File: config.mk
export PLATFORM = sky130hd
export DESIGN_NAME = vco_freq_meter
export DESIGN_NICKNAME = d
export VERILOG_FILES = /design/src/rtl/vco_freq_meter.sv
export SDC_FILE = /design/constraint.sdc
export NUM_CORES = 1
export LEC_CHECK = 0
export BUFFER_PORTS_ARGS = -buffer_cell sky130_fd_sc_hd__buf_2
export CAP_MARGIN = 10
export CORE_MARGIN = 1
export CORE_UTILIZATION = 56
export CTS_BUF_LIST = sky130_fd_sc_hd__clkbuf_4
export DETAILED_ROUTE_END_ITERATION = 8
export PLACE_DENSITY = 0.78
export SETUP_SLACK_MARGIN = 0.2
export SYNTH_ARGS = -nofsm -noshare
export SYNTH_HDL_FRONTEND = slang
export SYNTH_SLANG_ARGS = --single-unit
File: constraint.sdc
create_clock -name clk -period 2.1 [get_ports clk]
set_input_delay 0.525 -clock clk [delete_from_list [all_inputs] [get_ports clk]]
set_output_delay 0.525 -clock clk [all_outputs]
set_load 0.03 [all_outputs]
File: src/rtl/vco_freq_meter.sv
// -----------------------------------------------------------------------------
// vco_freq_meter
//
// Purpose:
//    Digital frequency meter for a VCO output clock. The asynchronous vco_clk
//    is brought into the clk domain through a two-flop synchronizer plus an
//    edge-detect flop. Its rising edges are counted over a gate window of
//    GATE_CYCLES system clock cycles. At the default 100000-cycle gate and a
//    100 MHz clk, the reported count equals the VCO frequency in kHz.
//    The edge counter saturates at all-ones and raises a sticky overflow flag.
//
// Parameters:
//    GATE_CYCLES  gate window length in clk cycles (>= 4)
//    COUNT_WIDTH  width of the edge counter and of the count output
//
// Ports:
//    clk          system clock
//    rst_n        asynchronous active-low reset
//    vco_clk      VCO output clock, asynchronous to clk (f_vco <= f_clk/4)
//    start        level-sampled; starts a measurement when high in IDLE
//    continuous   when high at window end, the next window starts at once
//    count        edge count of the last completed window
//    count_valid  one-cycle pulse when count/overflow are updated
//    overflow     last completed window saturated the counter
//    busy         high whenever the FSM is not IDLE
// -----------------------------------------------------------------------------
module vco_freq_meter #(
   parameter int GATE_CYCLES = 100000,
   parameter int COUNT_WIDTH = 16
) (
   input  logic                   clk,
   input  logic                   rst_n,
   input  logic                   vco_clk,
   input  logic                   start,
   input  logic                   continuous,
   output logic [COUNT_WIDTH-1:0] count,
   output logic                   count_valid,
   output logic                   overflow,
   output logic                   busy
);

   // Gate counter only needs to hold GATE_CYCLES-1; GATE_CYCLES >= 4 keeps this >= 2.
   localparam int                     GW        = (GATE_CYCLES > 2) ? $clog2(GATE_CYCLES) : 2;
   localparam logic [GW-1:0]          GATE_LOAD = GW'(GATE_CYCLES - 1);
   localparam logic [GW-1:0]          GATE_ONE  = {{(GW-1){1'b0}}, 1'b1};
   localparam logic [COUNT_WIDTH-1:0] CNT_MAX   = {COUNT_WIDTH{1'b1}};
   localparam logic [COUNT_WIDTH-1:0] CNT_ONE   = {{(COUNT_WIDTH-1){1'b0}}, 1'b1};

   typedef enum logic [1:0] {
      ST_IDLE = 2'd0,
      ST_GATE = 2'd1,
      ST_DONE = 2'd2
   } state_t;

   // Saturating increment: returns {overflow_seen, next_count}.
   // An edge arriving while already at all-ones sets the overflow bit and
   // leaves the count untouched instead of wrapping.
   function automatic logic [COUNT_WIDTH:0] sat_inc(
      input logic [COUNT_WIDTH-1:0] cnt,
      input logic                   ovf,
      input logic                   inc
   );
      logic [COUNT_WIDTH:0] res;
      res = {ovf, cnt};
      if (inc) begin
         if (cnt == CNT_MAX) begin
            res = {1'b1, cnt};
         end else begin
            res = {ovf, cnt + CNT_ONE};
         end
      end else begin
         res = {ovf, cnt};
      end
      return res;
   endfunction

   logic                   r_sync1;
   logic                   r_sync2;
   logic                   r_sync3;
   logic                   w_edge;

   state_t                 r_state;
   logic [GW-1:0]          r_gate_cnt;
   logic [COUNT_WIDTH-1:0] r_edge_cnt;
   logic                   r_ovf_int;

   logic [COUNT_WIDTH-1:0] r_count;
   logic                   r_count_valid;
   logic                   r_overflow;
   logic                   r_busy;

   logic [COUNT_WIDTH:0]   w_inc;
   logic [COUNT_WIDTH-1:0] w_edge_cnt_nxt;
   logic                   w_ovf_nxt;

   // Two-flop synchronizer for vco_clk plus a third flop for rising-edge detection.
   always_ff @(posedge clk or negedge rst_n) begin
      if (!rst_n) begin
         r_sync1 <= 1'b0;
         r_sync2 <= 1'b0;
         r_sync3 <= 1'b0;
      end else begin
         r_sync1 <= vco_clk;
         r_sync2 <= r_sync1;
         r_sync3 <= r_sync2;
      end
   end

   assign w_edge = r_sync2 & ~r_sync3;

   // Next edge count and sticky overflow, used both for accumulation and for
   // latching the result so that an edge in the final gate cycle is counted.
   always_comb begin
      w_inc          = sat_inc(r_edge_cnt, r_ovf_int, w_edge);
      w_edge_cnt_nxt = w_inc[COUNT_WIDTH-1:0];
      w_ovf_nxt      = w_inc[COUNT_WIDTH];
   end

   // Measurement FSM with its counters and registered outputs.
   always_ff @(posedge clk or negedge rst_n) begin
      if (!rst_n) begin
         r_state       <= ST_IDLE;
         r_gate_cnt    <= {GW{1'b0}};
         r_edge_cnt    <= {COUNT_WIDTH{1'b0}};
         r_ovf_int     <= 1'b0;
         r_count       <= {COUNT_WIDTH{1'b0}};
         r_count_valid <= 1'b0;
         r_overflow    <= 1'b0;
         r_busy        <= 1'b0;
      end else begin
         case (r_state)
            ST_IDLE: begin
               r_count_valid <= 1'b0;
               if (start) begin
                  r_state    <= ST_GATE;
                  r_gate_cnt <= GATE_LOAD;
                  r_edge_cnt <= {COUNT_WIDTH{1'b0}};
                  r_ovf_int  <= 1'b0;
                  r_busy     <= 1'b1;
               end else begin
                  r_state <= ST_IDLE;
                  r_busy  <= 1'b0;
               end
            end

            ST_GATE: begin
               r_edge_cnt <= w_edge_cnt_nxt;
               r_ovf_int  <= w_ovf_nxt;
               r_busy     <= 1'b1;
               if (r_gate_cnt == {GW{1'b0}}) begin
                  // Result is latched on the edge that ends the last gate cycle.
                  r_state       <= ST_DONE;
                  r_count       <= w_edge_cnt_nxt;
                  r_overflow    <= w_ovf_nxt;
                  r_count_valid <= 1'b1;
               end else begin
                  r_state       <= ST_GATE;
                  r_gate_cnt    <= r_gate_cnt - GATE_ONE;
                  r_count_valid <= 1'b0;
               end
            end

            ST_DONE: begin
               // Edges seen during this cycle are intentionally dropped.
               r_count_valid <= 1'b0;
               if (continuous) begin
                  r_state    <= ST_GATE;
                  r_gate_cnt <= GATE_LOAD;
                  r_edge_cnt <= {COUNT_WIDTH{1'b0}};
                  r_ovf_int  <= 1'b0;
                  r_busy     <= 1'b1;
               end else begin
                  r_state <= ST_IDLE;
                  r_busy  <= 1'b0;
               end
            end

            default: begin
               r_state       <= ST_IDLE;
               r_count_valid <= 1'b0;
               r_busy        <= 1'b0;
            end
         endcase
      end
   end

   assign count       = r_count;
   assign count_valid = r_count_valid;
   assign overflow    = r_overflow;
   assign busy        = r_busy;

endmodule

[Word-level counts from Yosys, hierarchy flattened]
Index checks and enable logic that the tools add are counted.
Cells by class
  reductions and logical operators: 6
  equality and inequality tests: 6
  add/sub/neg operators: 2
  mux-type cells: 21
  bitwise gates (word level): 2
Operators by type and width (count)
  17-bit two-way mux: 5
  17-bit case mux with 3 select lines: 1
  16-bit case mux with 3 select lines: 1
  16-bit two-way mux: 2
  17-bit zero test: 1
  17-bit by 1-bit subtractor with 17-bit output, second input constant: 1
  16-bit by 1-bit adder with 16-bit output, second input constant: 1
  16-bit equality test, second input constant: 1
  1-bit two-way mux: 8
  2-bit != test, second input constant: 3
  1-bit case mux with 3 select lines: 2
  2-bit case mux with 3 select lines: 1
  4-bit AND reduction: 1
  3-bit AND reduction: 1
  3-bit nonzero test: 1
  2-bit by 1-bit equality test with 1-bit output, second input constant: 1
  2-bit equality test, second input constant: 1
  2-bit zero test: 1
  2-bit two-way mux: 1
  2-bit AND reduction: 1
  1-bit bitwise AND: 1
  1-bit NOT: 1
Storage, ports and cells
  bits of input ports: 5
  bits in registers: 58

[Longest topological paths before layout]
Gate-level depths: netlist of the first run.
  depth after elaboration: 4
  depth in mapped cells: 9
  depth with buffers taken out: 8

[Worst setup path before layout of the first run]
OpenSTA, ideal clock, no wires.
  path type: register -> register
  start: reg r_gate_cnt[0]
  end: reg r_count[13], in the netlist count[13]
  cell stages (with the launch flop): 9
  arrival: 1917 ps
  required time: 1972 ps
  setup time: 128 ps
  setup slack: 55 ps
  path buffers: 1
  cell sequence: dfrtp_1 > inv_1 > ha_1 > or4b_1 > nor3_4 > nand3_2 > buf_6 > nor2_1 > a21oi_1
On the way
  word-level cells in the longest chain between the ends: 2
RTL lines
  start: declaration: RTL line 83  | logic [GW-1:0] r_gate_cnt;
  start signal: assignment: RTL line 123  | r_gate_cnt <= {GW{1'b0}};
  start signal: assignment: RTL line 158  | r_gate_cnt <= r_gate_cnt - GATE_ONE;
  17-bit zero test: RTL line 150  | if (r_gate_cnt == {GW{1'b0}}) begin
  2-bit AND reduction (no source line)
  end signal: assignment: RTL line 126  | r_count <= {COUNT_WIDTH{1'b0}};
  end signal: assignment: RTL line 153  | r_count <= w_edge_cnt_nxt;
  end: declaration: RTL line 87  | logic [COUNT_WIDTH-1:0] r_count;
No other way between the ends.
A chain may end at the register's enable or synchronous reset.

[Final worst setup path of the first run]
  start: reg r_gate_cnt[12]
  end: reg r_gate_cnt[6]
On the way
  word-level cells in the longest chain between the ends: 3
RTL lines (RTL line)
  17-bit zero test: 150
  2-bit != test (no source line)
  4-bit AND reduction (no source line)
No other way between the ends.

==> results of run 1 <==
## synth_stat cells, types with 2 or more instances
cell type / count
sky130_fd_sc_hd__nor4_1: 11
sky130_fd_sc_hd__o41ai_1: 2
sky130_fd_sc_hd__xnor2_1: 19
sky130_fd_sc_hd__and4_1: 2
sky130_fd_sc_hd__nand2b_1: 2
sky130_fd_sc_hd__nand2_1: 34
sky130_fd_sc_hd__nor3b_1: 2
sky130_fd_sc_hd__ha_1: 3
sky130_fd_sc_hd__a22o_1: 2
sky130_fd_sc_hd__nor2_1: 23
sky130_fd_sc_hd__a31oi_1: 5
sky130_fd_sc_hd__o211ai_1: 2
sky130_fd_sc_hd__o21a_1: 3
sky130_fd_sc_hd__a21oi_1: 13
sky130_fd_sc_hd__xor2_1: 5
sky130_fd_sc_hd__a21o_1: 4
sky130_fd_sc_hd__o21ai_0: 14
sky130_fd_sc_hd__o21ai_1: 8
sky130_fd_sc_hd__or4_1: 4
sky130_fd_sc_hd__inv_1: 7
sky130_fd_sc_hd__nand4_1: 7
sky130_fd_sc_hd__nand3_1: 10
sky130_fd_sc_hd__nor3_1: 10
sky130_fd_sc_hd__mux2i_1: 3
sky130_fd_sc_hd__nor2b_1: 3
sky130_fd_sc_hd__o22ai_1: 3
sky130_fd_sc_hd__nor4b_1: 2
sky130_fd_sc_hd__clkbuf_1: 7
sky130_fd_sc_hd__dfrtp_1: 58
## cells by family (layout without fill, tap and decap cells)
| group | after synthesis | after routing | share of synthesized area, % |
|---|---|---|---|
| xor+xnor | 24 | 24 | 7.25 |
| buf+inv | 19 | 86 | 2.81 |
| mux | 3 | 3 | 1.04 |
| simple gates | 120 | 120 | 21.9 |
| compound gates | 67 | 67 | 15.6 |
| fa+ha+maj | 3 | 3 | 1.30 |
| flops | 58 | 58 | 50.1 |
## critical path, delay by kind of cell (launching register included)
kind	cells	cell delay [ns]
buffers and inverters	1	0.19
XOR/XNOR	1	0.16
AND/OR/NAND/NOR	3	0.73
flip-flops	1	0.40
AO/OA/AOI/OAI	1	0.38
## routing by layer
metal | global-route usage [%] | up-vias | share of wire [%]
met1 | 34.6 | 1286 | 41
met4 | 16.0 | 0 | 3.4
met3 | 4.88 | 27 | 5.6
li1 | - | 1202 | -
met5 | 0 | - | 0
met2 | 48.0 | 91 | 50
## path summary, 6_finish.rpt
check                                                   to  slack (ns)  cells after the start
worst max register to register   r_gate_cnt[6]$_DFFE_PN0P_        0.09                      6
max in group asynchronous        r_edge_cnt[2]$_DFFE_PN0P_        1.72                      2
worst min-delay path            r_gate_cnt[10]$_DFFE_PN0P_        0.08                      2
worst min register to register           r_sync2$_DFF_PN0_        0.36                      0
worst max-delay path             r_gate_cnt[6]$_DFFE_PN0P_        0.09                      6
min in group clk                         r_sync1$_DFF_PN0_        0.22                      1
## power breakdown
part / internal [uW] / switching (uW) / total (uW)
Sequential: 1290 / 231 / 1520
Clock: 216 / 420 / 636
Combinational: 414 / 526 / 940
Total: 1920 / 1180 / 3100
## through the flow
step | hold WS [ns] | setup TNS [ns]
floorplan | 0.229 | 0
global placement | 0.335 | 0
detailed placement | 0.338 | -0.0261
CTS | 0.114 | 0
global route | 0.130 | 0
finish | 0.0779 | 0
## cell type report
cell class | instances | area [um^2] | area share, %
Multi-Input combinational cell | 217 | 1620 | 43.2
Sequential cell | 58 | 1460 | 38.9
Timing Repair Buffer | 63 | 455 | 12.2
Tap cell | 67 | 83.8 | 2.24
Clock buffer | 9 | 67.6 | 1.81
Inverter | 9 | 38.8 | 1.04
Clock inverter | 5 | 23.8 | 0.636
## registers in the layout, indices dropped and copies added, names as in the netlist
| signal | count |
|---|---|
| r_sync2 | 1 |
| r_state | 2 |
| overflow | 1 |
| r_sync3 | 1 |
| r_ovf_int | 1 |
| busy | 1 |
| count | 16 |
| count_valid | 1 |
| r_gate_cnt | 17 |
| r_sync1 | 1 |
| r_edge_cnt | 16 |
## cell usage in the layout (no fill, tap or decap), types with 5 or more instances in the layout
cell / instances
sky130_fd_sc_hd__dfrtp_1: 55
sky130_fd_sc_hd__buf_4: 35
sky130_fd_sc_hd__nand2_1: 32
sky130_fd_sc_hd__buf_2: 23
sky130_fd_sc_hd__nor2_1: 19
sky130_fd_sc_hd__xnor2_1: 18
sky130_fd_sc_hd__o21ai_0: 12
sky130_fd_sc_hd__o21ai_1: 10
sky130_fd_sc_hd__a21oi_1: 10
sky130_fd_sc_hd__clkbuf_4: 9
sky130_fd_sc_hd__nand3_1: 8
sky130_fd_sc_hd__nand4_1: 7
sky130_fd_sc_hd__nor3_1: 7
sky130_fd_sc_hd__or4_4: 5
sky130_fd_sc_hd__inv_1: 5
sky130_fd_sc_hd__xor2_1: 5
sky130_fd_sc_hd__a31oi_1: 5
## repair_timing
action / in CTS / in global routing
pin swaps: 8 / 11
setup endpoints to repair: 38 / 41
gates resized for setup: 25 / 34
buffers inserted: 6 / 5
==> results.md, run 1 <==
- The number of flops mapped to enable cells by yosys is 0.
- The count of nets left with antenna violations once routing finished came out at 0.
- The antenna diode count is 0.
- Once the floorplan was initialized, standard cells occupied 59.8% of the core.
- Setup repair after global routing could not meet its margin everywhere.
- The floorplan step defined a core boundary enclosing 4850 um^2.
- The H-tree was split into 3 levels.
- The critical register-to-register path startpoint is r_gate_cnt[12]$_DFFE_PN0P_.
- No sink is reached through more buffers than the 2 on the longest clock path.
- The cell at the root of the clock tree is sky130_fd_sc_hd__clkbuf_4.
- The flow ran to the end, and the final reports show no timing, DRC or antenna violations.
- The final setup skew is 0.0186 ns.
- The slowest stage of the critical path belongs to the cell sky130_fd_sc_hd__or4_4.
- Of the cells placed in the final design, the portion with a size suffix greater than 1 is 34.6%.
- The post-place setup slack is -0.0261 ns.
- The path type of the worst min-delay path is in -> async.
- Sorting the synthesized cells by area gives the leading types as sky130_fd_sc_hd__dfrtp_1 (50%), sky130_fd_sc_hd__xnor2_1 (5.7%), sky130_fd_sc_hd__nand2_1 (4.4%).
- The I/O pin count is 24.
- The total overflow left after global routing is 0.
- Dividing the final minimum period by the clock period gives 95.8%.
- The die width is 73.9 um.
- Summing all non-filler instances in the final layout gives an area of 3740 um^2.
- Setup violations remaining at the end of the flow were counted as 0.
- In the routed design, unresolved DRC markers number 0.
- The global-route wire length before repair is 11500 um.
- In this run, the number of DRC markers left after iteration 0 of detailed routing was 273.
- The achievable clock frequency is 497 MHz.
- STA classifies the critical path endpoint as a flop.
- Data on the critical path is required at its endpoint by 2.38 ns.
- Of all nets on the critical path, the largest fanout is 6.
- The worst-case IR drop observed on VDD is 0.588 mV.
- The source of the critical timing path is r_gate_cnt[12]$_DFFE_PN0P_.
- Traced cell by cell, the critical path runs through or4_4 > o41ai_4 > buf_6 > nor4_4 > xnor2_1 > nor2_1.
- The wire length after detailed routing is 7480 um.
- The share of the core filled with cells is 77.1%.
- The number of buffers inserted during clock tree synthesis is 9.
- The die extent in y is 73.9 um.
- The largest area contributor in the netlist is sky130_fd_sc_hd__dfrtp_1.
- For the worst setup path, the data arrival time is 2.29 ns.
- After the last flow step, the layout net total stands at 366.
- The TritonCTS sink count is 58.
- The total global-route track usage is 28.4%.
- The port buffer count is 23.
- The number of max-capacitance violations reported is 0.
- The overall power is 3100 uW.
- The layout has 326 filler cells.
- The number of antenna violations at the first check in global routing is 0.
- For this run, the number of standard cells in the final layout without fillers is 428.
- The number of different library cells used by synthesis comes to 55.
- The transition at the pin with the smallest max-transition slack is 0.819 ns.
- The floorplan die area is 5470 um^2.
- The placed instance count is 403.
- Setup slack on the critical path of the routed design comes to 0.0875 ns.
- The post-synthesis register bit count is 58.
- At the later pin of the worst-skew pair, clock insertion delay measures 0.42 ns.
- The Yosys step of the flow raised 0 warnings.
- In this run the static leakage power is 0.00161 uW.
- The signed area change from the synthesized netlist to the final layout is 29.1%.
- The routability-driven placement congestion ratio is 0.843.
- Detailed placement ended at an HPWL of 4520 um.
- The delay of the slowest cell on the worst path is 0.62 ns.
- The element type at the critical path start is a flop.
- The final route contains 2606 vias.
- In this run, post-CTS hold repair placed 0 buffers.
- The final-report hold violation count was 0.
- The number of pins with negative max-slew slack in the final report is 0.
- The placed instances occupy a cell area of 3290 um^2.
- The commonest register cell after synthesis is sky130_fd_sc_hd__dfrtp_1.
- The kind of critical path is reg -> reg.
- Clock-pin slew was measured on the worst setup and hold paths at 0.10 ns.
- In this run the power density over the cells is 828 nW/um^2.
- In this run the mean area of a mapped cell was 9.86 um^2.
- TritonCTS built the clock tree.
- The number of instances in the synthesized netlist is 294.
- In this run the tightest slew margin relative to its limit is 45.2%.
- The post-synthesis async set-or-reset flop share is 100%.
- The final critical delay including setup and external delays is 2.01 ns.
- The cell area after synthesis is 2900 um^2.
- Row generation in the floorplan step produced 25 rows.
- The via count of the first global-routing pass is 2503.
- In the final routed layout, each cell accounts on average for 17.5 um.
- For this run, the register share of the synthesized area comes to 50.1%.
- The maximum number of pins on one net before global-route repair is 59.
- The number of nets in the synthesized netlist is 302.
- Using the TritonRoute via totals, the vias-per-cell ratio works out to 6.09.
- The top cell type's share of synthesized area is 50.1%.
- The detailed-routing iteration count for the pre-antenna-repair pass is 4.
Power figures use the tool's default switching activity.
==> run 2: changes to the inputs <==
--- a/config.mk
+++ b/config.mk
@@ -5,12 +5,12 @@
 export SDC_FILE = /design/constraint.sdc
 export NUM_CORES = 1
 export LEC_CHECK = 0
-export BUFFER_PORTS_ARGS = -buffer_cell sky130_fd_sc_hd__buf_2
 export CAP_MARGIN = 10
 export CORE_MARGIN = 1
-export CORE_UTILIZATION = 56
+export CORE_UTILIZATION = 59
 export CTS_BUF_LIST = sky130_fd_sc_hd__clkbuf_4
 export DETAILED_ROUTE_END_ITERATION = 8
+export DONT_BUFFER_PORTS = 1
 export PLACE_DENSITY = 0.78
 export SETUP_SLACK_MARGIN = 0.2
 export SYNTH_ARGS = -nofsm -noshare
==> run 2 against run 1 <==
Against the previous run: maximum frequency fell by 0.97%; clock skew is 0.0063 ns higher; flip-flop and latch count did not move; setup slack got worse by 0.020 ns; global-route usage increased by 1.4 points; final cell count shrank 3.3%; core utilization grew 3.2 points; die area fell by 5.0%; wire length up 3.7%; critical path type unchanged; critical endpoint is now r_gate_cnt[4]$_DFFE_PN0P_.
==> results.md, run 2 (synthesis results as in run 1) <==
- In this run the worst hold path is classified as in -> reg.
- Counting the buffers created by CTS gives 9.
- From left edge to right edge, the die measures 72.1 um.
- At the end of the flow, the number of nets in the layout was 351.
- The category of cells accounting for the largest share of critical-path delay is simple AND/OR/NAND/NOR gates.
- In this run the worst path has a maximum fanout of 6.
- The I/O pin count is 24.
- The core region is 4720 um^2.
- Setup repair after global routing could not meet its margin everywhere.
- For the pin with the worst max-slew slack, the measured transition is 0.470 ns.
- Together, buffers and inverters on the worst path number 0.
- The H-tree generated during clock tree synthesis spans 3 levels.
- The number of max-capacitance violations reported is 0.
- Data on the critical path is required at its endpoint by 2.36 ns.
- The via count is 2607.
- Data arrives at the worst endpoint at 2.30 ns.
- The final-report hold violation count is 0.
- The clock tree buffer depth is 2.
- The remaining global-route overflow is 0.
- The number of antenna violations at the first check in global routing is 0.
- The via count of the first global-routing pass is 2350.
- The cell at the root of the clock tree is sky130_fd_sc_hd__clkbuf_4.
- The initial utilization of the core area, before any placement, comes to 61.4%.
- On the final layout, the worst hold slack is 0.151 ns.
- The setup path with the least slack is of type reg -> reg.
- The first detailed-routing pass took 6 iterations.
- The initialized floorplan defines 25 standard-cell rows.
- The antenna diode count is 0.
- The die covers 5200 um^2.
- Across every metal layer, demand over resource in global routing totals 29.8%.
- The delay of the slowest cell on the worst path is 0.62 ns.
- In the layout the commonest cells are sky130_fd_sc_hd__dfrtp_1 (51), sky130_fd_sc_hd__buf_4 (40), sky130_fd_sc_hd__nand2_1 (28), sky130_fd_sc_hd__nor2_1 (19), sky130_fd_sc_hd__xnor2_1 (19).
- The final worst-path cycle share is 96.8%.
- Power spread over the standard cell area amounts to 855 nW/um^2.
- The leading cell type in the layout, fill and taps excluded is sky130_fd_sc_hd__dfrtp_1.
- The number of pins with negative max-slew slack in the final report is 0.
- Detailed placement finished with a half-perimeter wire length of 4510 um.
- After detailed routing, the average wire length per cell comes to 18.7 um.
- The register with the most flip-flops in the layout has 17 of them.
- The TritonCTS sink count is 58.
- The worst ir drop on vdd is 0.824 mV.
- The number of DRC markers after the initial detailed-route iteration is 187.
- The worst setup path is captured at a flop.
- The relative slew slack is 68.5%.
- The die extent in y is 72.1 um.
- The port buffer count is 0.
- The maximum number of pins on one net before global-route repair is 59.
- The remaining antenna violation count is 0.
- Including well taps, the total number of placed cells is 378.
- The total area of sequential cells is 1460 um^2.
- The final setup skew is 0.0249 ns.
- Relative to the synthesized area, the layout overhead comes to 31.0%.
- Cells fill 80.4% of the core in the end.
- The routability-driven placement congestion ratio is 0.878.
- The worst path in the final design needs a cycle of 2.03 ns, including I/O delays and setup.
- The design draws 3240 uW.
- For this run, design rule violations remaining after detail routing come to 0.
- The critical path goes through or4_4 > o41ai_4 > nor2_2 > xnor2_1 > nand2_1.
- The number of fill cells in the layout is 259.
- Clock-pin slew was measured on the worst setup and hold paths at 0.10 ns.
- Setup violations remaining at the end of the flow were counted as 0.
- TritonCTS built the clock tree.
- On the critical path, the stage with the largest delay is an instance of sky130_fd_sc_hd__or4_4.
- After the flow finishes, the layout carries non-filler instances totaling 414.
- The run finished with clean final reports.
- r_gate_cnt holds more flip-flops than any other register.
- For the worst-skew pair, the clock arrives at the later sink with an insertion delay of 0.41 ns.
- The first global-routing pass estimated 11500 um of wire.
- Dividing the detail-routed via count by the number of cells gives 6.30.
- In the final layout, the multi-input gates occupy 1610 um^2.
- In this run the static leakage power is 0.00162 uW.
- Wires add up to 7760 um.
- The worst setup path is launched from a flop.
- Timing would allow up to 492 MHz.
- The post-route netlist has 34.3% of its cells at a drive strength greater than 1.
==> run 2: metal layers <==
layer  GRT usage (%)  vias to the layer above  part of all wire, %
met5               0                        -                    0
met1            36.1                     1290                   38
met3            7.50                       35                  6.3
met4            11.5                        0                  3.6
met2            51.2                      106                   52
li1                -                     1176                    -
==> run 2: worst register-to-register path, cell delays in order (launching register included) <==
cell and delay (ns):
sky130_fd_sc_hd__dfrtp_1 0.42, sky130_fd_sc_hd__or4_4 0.62, sky130_fd_sc_hd__o41ai_4 0.49, sky130_fd_sc_hd__nor2_2 0.09, sky130_fd_sc_hd__xnor2_1 0.17, sky130_fd_sc_hd__nand2_1 0.11
==> run 2: final timing paths <==
kind	startpoint	end	slack [ns]	depth (start not counted)
worst max register to register	r_gate_cnt[13]$_DFFE_PN0P_	r_gate_cnt[4]$_DFFE_PN0P_	0.07	5
max in group asynchronous	rst_n	r_edge_cnt[6]$_DFFE_PN0P_	1.20	2
min in group asynchronous	rst_n	r_gate_cnt[10]$_DFFE_PN0P_	0.61	2
worst max-delay path	r_gate_cnt[13]$_DFFE_PN0P_	r_gate_cnt[4]$_DFFE_PN0P_	0.07	5
worst min register to register	r_sync1$_DFF_PN0_	r_sync2$_DFF_PN0_	0.37	0
worst min-delay path	vco_clk	r_sync1$_DFF_PN0_	0.15	0
==> run 2: power by group <==
group	leakage (uW)	total (uW)	switching, uW	internal [uW]
clock network	0.0000741	780	404	377
logic	0.000860	956	522	434
registers	0.000683	1510	209	1300
total	0.00162	3240	1130	2110
==> run 2: metrics by stage <==
| stage | TNS (ns) | instance area (um^2) | setup slack (ns) |
|---|---|---|---|
| 6_report | 0 | 3800 | 0.0677 |
| 5_1_grt | 0 | 3800 | 0.00191 |
| 4_1_cts | 0 | 3540 | 0.0806 |
| 3_5_place_dp | -0.0132 | 3160 | -0.0130 |
| 3_3_place_gp | 0 | 3160 | 0.00176 |
| 2_1_floorplan | 0 | 2920 | 0.147 |
==> run 2: cell type report <==
type / count / share of cell area [%]
Clock inverter: 4 / 1.15
Clock buffer: 11 / 2.18
Multi-Input combinational cell: 217 / 42.4
Sequential cell: 58 / 38.5
Inverter: 9 / 1.09
Tap cell: 67 / 2.21
Timing Repair Buffer: 48 / 12.5
==> run 2: repair_timing <==
action / 4_1_cts / 5_1_grt
gates resized for setup: 31 / 36
cloned: 2 / 1
setup endpoints to repair: 40 / 48
endpoints found under the hold margin: 58 / 0
pin swaps: 7 / 6
buffers inserted: 4 / 12
hold buffers: 2 / 0
==> run 3: changes to the inputs <==
--- a/config.mk
+++ b/config.mk
@@ -11,7 +11,7 @@
 export CTS_BUF_LIST = sky130_fd_sc_hd__clkbuf_4
 export DETAILED_ROUTE_END_ITERATION = 8
 export DONT_BUFFER_PORTS = 1
-export PLACE_DENSITY = 0.78
+export PLACE_DENSITY = 0.88
 export SETUP_SLACK_MARGIN = 0.2
 export SYNTH_ARGS = -nofsm -noshare
 export SYNTH_HDL_FRONTEND = slang
==> run 3 against run 2 <==
Against the previous run: the run now ends with setup timing left; combinational power fell by 6.0%; critical path depth grew 1; largest cell class unchanged; maximum frequency is 5.6% lower; global-route usage is 1.1 points lower; highest routed layer unchanged.
==> results.md, run 3 (synthesis results as in run 1) <==
- The overall power is 3280 uW.
- CTS built an H-tree with a depth of 3.
- The via count of the first global-routing pass is 2346.
- The remaining antenna violation count is 0.
- Between clock sinks in the finished design, the worst skew comes to 0.0146 ns.
- The element type at the critical path start is a flop.
- In the layout the commonest cells are sky130_fd_sc_hd__dfrtp_1 (52), sky130_fd_sc_hd__buf_4 (33), sky130_fd_sc_hd__nand2_1 (22), sky130_fd_sc_hd__nor2_1 (18), sky130_fd_sc_hd__xnor2_1 (18).
- The floorplan die area is 5200 um^2.
- The filler cells instantiated in the layout total 260.
- The final reports fail on setup timing.
- The library cell used most frequently in the layout, excluding fill and tap cells, is sky130_fd_sc_hd__dfrtp_1.
- At the pin with the least slew margin, the transition time is 0.795 ns.
- The number of DRC markers after the initial detailed-route iteration is 178.
- Counting every sink on the clock net gives 58.
- Across all setup checks in the final design, the least slack found is -0.0536 ns.
- The remaining global-route overflow is 0.
- The ratio of routed vias to standard cells is 6.45.
- The slowest stage of the critical path belongs to the cell sky130_fd_sc_hd__or4_4.
- Counting I/O delays and the setup requirement, the final critical path takes 2.15 ns.
- The final layout contains routed wiring with a total length of 8060 um.
- The post-detailed-route DRC marker count is 0.
- The number of buffers inserted during clock tree synthesis is 9.
- The cell at the root of the clock tree is sky130_fd_sc_hd__clkbuf_4.
- 0 antenna diodes ended up in the layout.
- STA puts the critical path data required time at 2.37 ns.
- The number of max-capacitance violations reported is 0.
- After detailed routing, the average wire length per cell comes to 19.8 um.
- The total area of sequential cells is 1460 um^2.
- The data arrival time at the worst-slack endpoint is 2.42 ns.
- STA classifies the critical path endpoint as a flop.
- The final standard cell count with taps included and fillers excluded is 407.
- The worst hold path belongs to the class in -> reg.
- The starting utilization of the core area is 61.4%.
- The routability-driven placement congestion ratio is 0.933.
- The clock transition at the registers of the reported paths is 0.10 ns.
- The first TritonRoute pass finished after 5 iterations.
- The clock tree from TritonCTS is done.
- The worst pin sits at a relative slew slack of 46.8%.
- The number of antenna violations at the first check in global routing is 0.
- The final-report hold violation count is 0.
- The placed instance count is 374.
- The clock passes through at most 2 buffers.
- The number of pins with negative max-slew slack in the final report is 0.
- The finished cells cover 3780 um^2.
- The wire-length estimate of the detail-placed layout is 4180 um.
- Setup repair after global routing could not meet its margin everywhere.
- Dividing total power by cell area gives a power density of 867 nW/um^2.
- The final layout contains 343 nets.
- The flow ran to the end, but the final reports show violations.
- Global routing used 28.7% of the available tracks across all layers.
- The final critical path takes up 103% of the cycle.
- The leakage component of the power is 0.00154 uW.
- The worst ir drop on vdd is 0.663 mV.
- Setup violations remaining at the end of the flow were counted as 6.
- The achievable clock frequency is 464 MHz.
- During placement, the flow inserted port buffers numbering 0.
- The floorplan step set the die width to 72.1 um.
- The first global-routing pass estimated 11100 um of wire.
- The I/O pin count is 24.
- The area inside the core boundary is 4720 um^2.
- Walking the worst path, the cells encountered are or4_4 > o41ai_4 > buf_6 > nor3b_4 > xnor2_1 > nor2_1.
- The maximum fanout along the worst path is 6.
- Summing all multi-input logic gate instances after layout gives 1710 um^2.
- Once placement finished, the instance area stood at 3120 um^2.
- In this run the vertical extent of the chip is 72.1 um.
- The register with the most flip-flops in the layout has 17 of them.
- The number of rows in the core area is 25.
- The maximum number of pins on one net before global-route repair is 59.
- On the worst path, the slowest cell contributes a delay of 0.54 ns.
- By startpoint and endpoint, the worst setup path is classified as reg -> reg.
- The signed area change from the synthesized netlist to the final layout is 30.5%.
- The via count is 2626.
- The clock network latency to the later pin of the worst-skew pair is 0.42 ns.
- In the final layout, the share of cells above drive strength 1 is 35.9%.
- Counting flops per register, the top entry is r_gate_cnt.
[run 3: final timing paths]
check | from | to | cells after the start | slack, ns
worst max-delay path | r_gate_cnt[4]$_DFFE_PN0P_ | r_gate_cnt[5]$_DFFE_PN0P_ | 6 | -0.05
worst min-delay path | vco_clk | r_sync1$_DFF_PN0_ | 0 | 0.13
worst max register to register | r_gate_cnt[4]$_DFFE_PN0P_ | r_gate_cnt[5]$_DFFE_PN0P_ | 6 | -0.05
worst min register to register | r_sync1$_DFF_PN0_ | r_sync2$_DFF_PN0_ | 0 | 0.37
max in group asynchronous | rst_n | r_gate_cnt[12]$_DFFE_PN0P_ | 2 | 1.19
min in group asynchronous | rst_n | count[11]$_DFFE_PN0N_ | 2 | 0.64
[run 3: timing repair]
item                                    4_1_cts  5_1_grt
endpoints found under the setup margin       36       45
buffers inserted                              5       10
hold buffers                                  2        0
endpoints found under the hold margin        58        0
pin swaps                                     6       22
resized for setup                            22       70
[run 3: critical path, delay by kind of cell, from the launching register on]
family | cells | cell delay (ns)
AOI/OAI and AO/OA | 1 | 0.45
and+or+nand+nor | 3 | 0.65
DFF | 1 | 0.53
xor gates and xnor gates | 1 | 0.19
buffers and inverters | 1 | 0.20
[run 3: power breakdown]
part	internal, uW	switching (uW)	total, uW	leakage, uW
clock network	394	414	808	0.0000764
logic	410	489	899	0.000782
registers	1290	280	1570	0.000684
total	2100	1180	3280	0.00154
[run 3: stage by stage]
stage / worst slack (ns) / utilization [%] / TNS, ns / hold slack (ns)
after floorplan: 0.147 / - / 0 / 0.229
after global placement: 0.0495 / 66.0 / 0 / 0.231
after detailed placement: -0.0520 / 66.0 / -0.0520 / 0.231
after CTS: 0.0510 / 72.5 / 0 / 0.116
after global routing: -0.114 / 80.1 / -0.952 / 0.104
final: -0.0536 / 80.1 / -0.190 / 0.127
[run 3: cell type report]
class | count | share of cell area [%]
multi-input cells | 217 | 45.3
repair buffers | 40 | 9.36
clock buffers | 12 | 2.38
flip-flops and latches | 58 | 38.6
inverters | 9 | 1.03
clock inverters | 4 | 1.12
well taps | 67 | 2.22
[run 3: metal layers]
layer / track usage, % / share of wire (%) / up-vias
li1: - / - / 1159
met1: 33.3 / 39 / 1294
met2: 48.0 / 51 / 144
met3: 8.06 / 7.3 / 29
met4: 16.1 / 3.4 / 0
met5: 0 / 0 / -
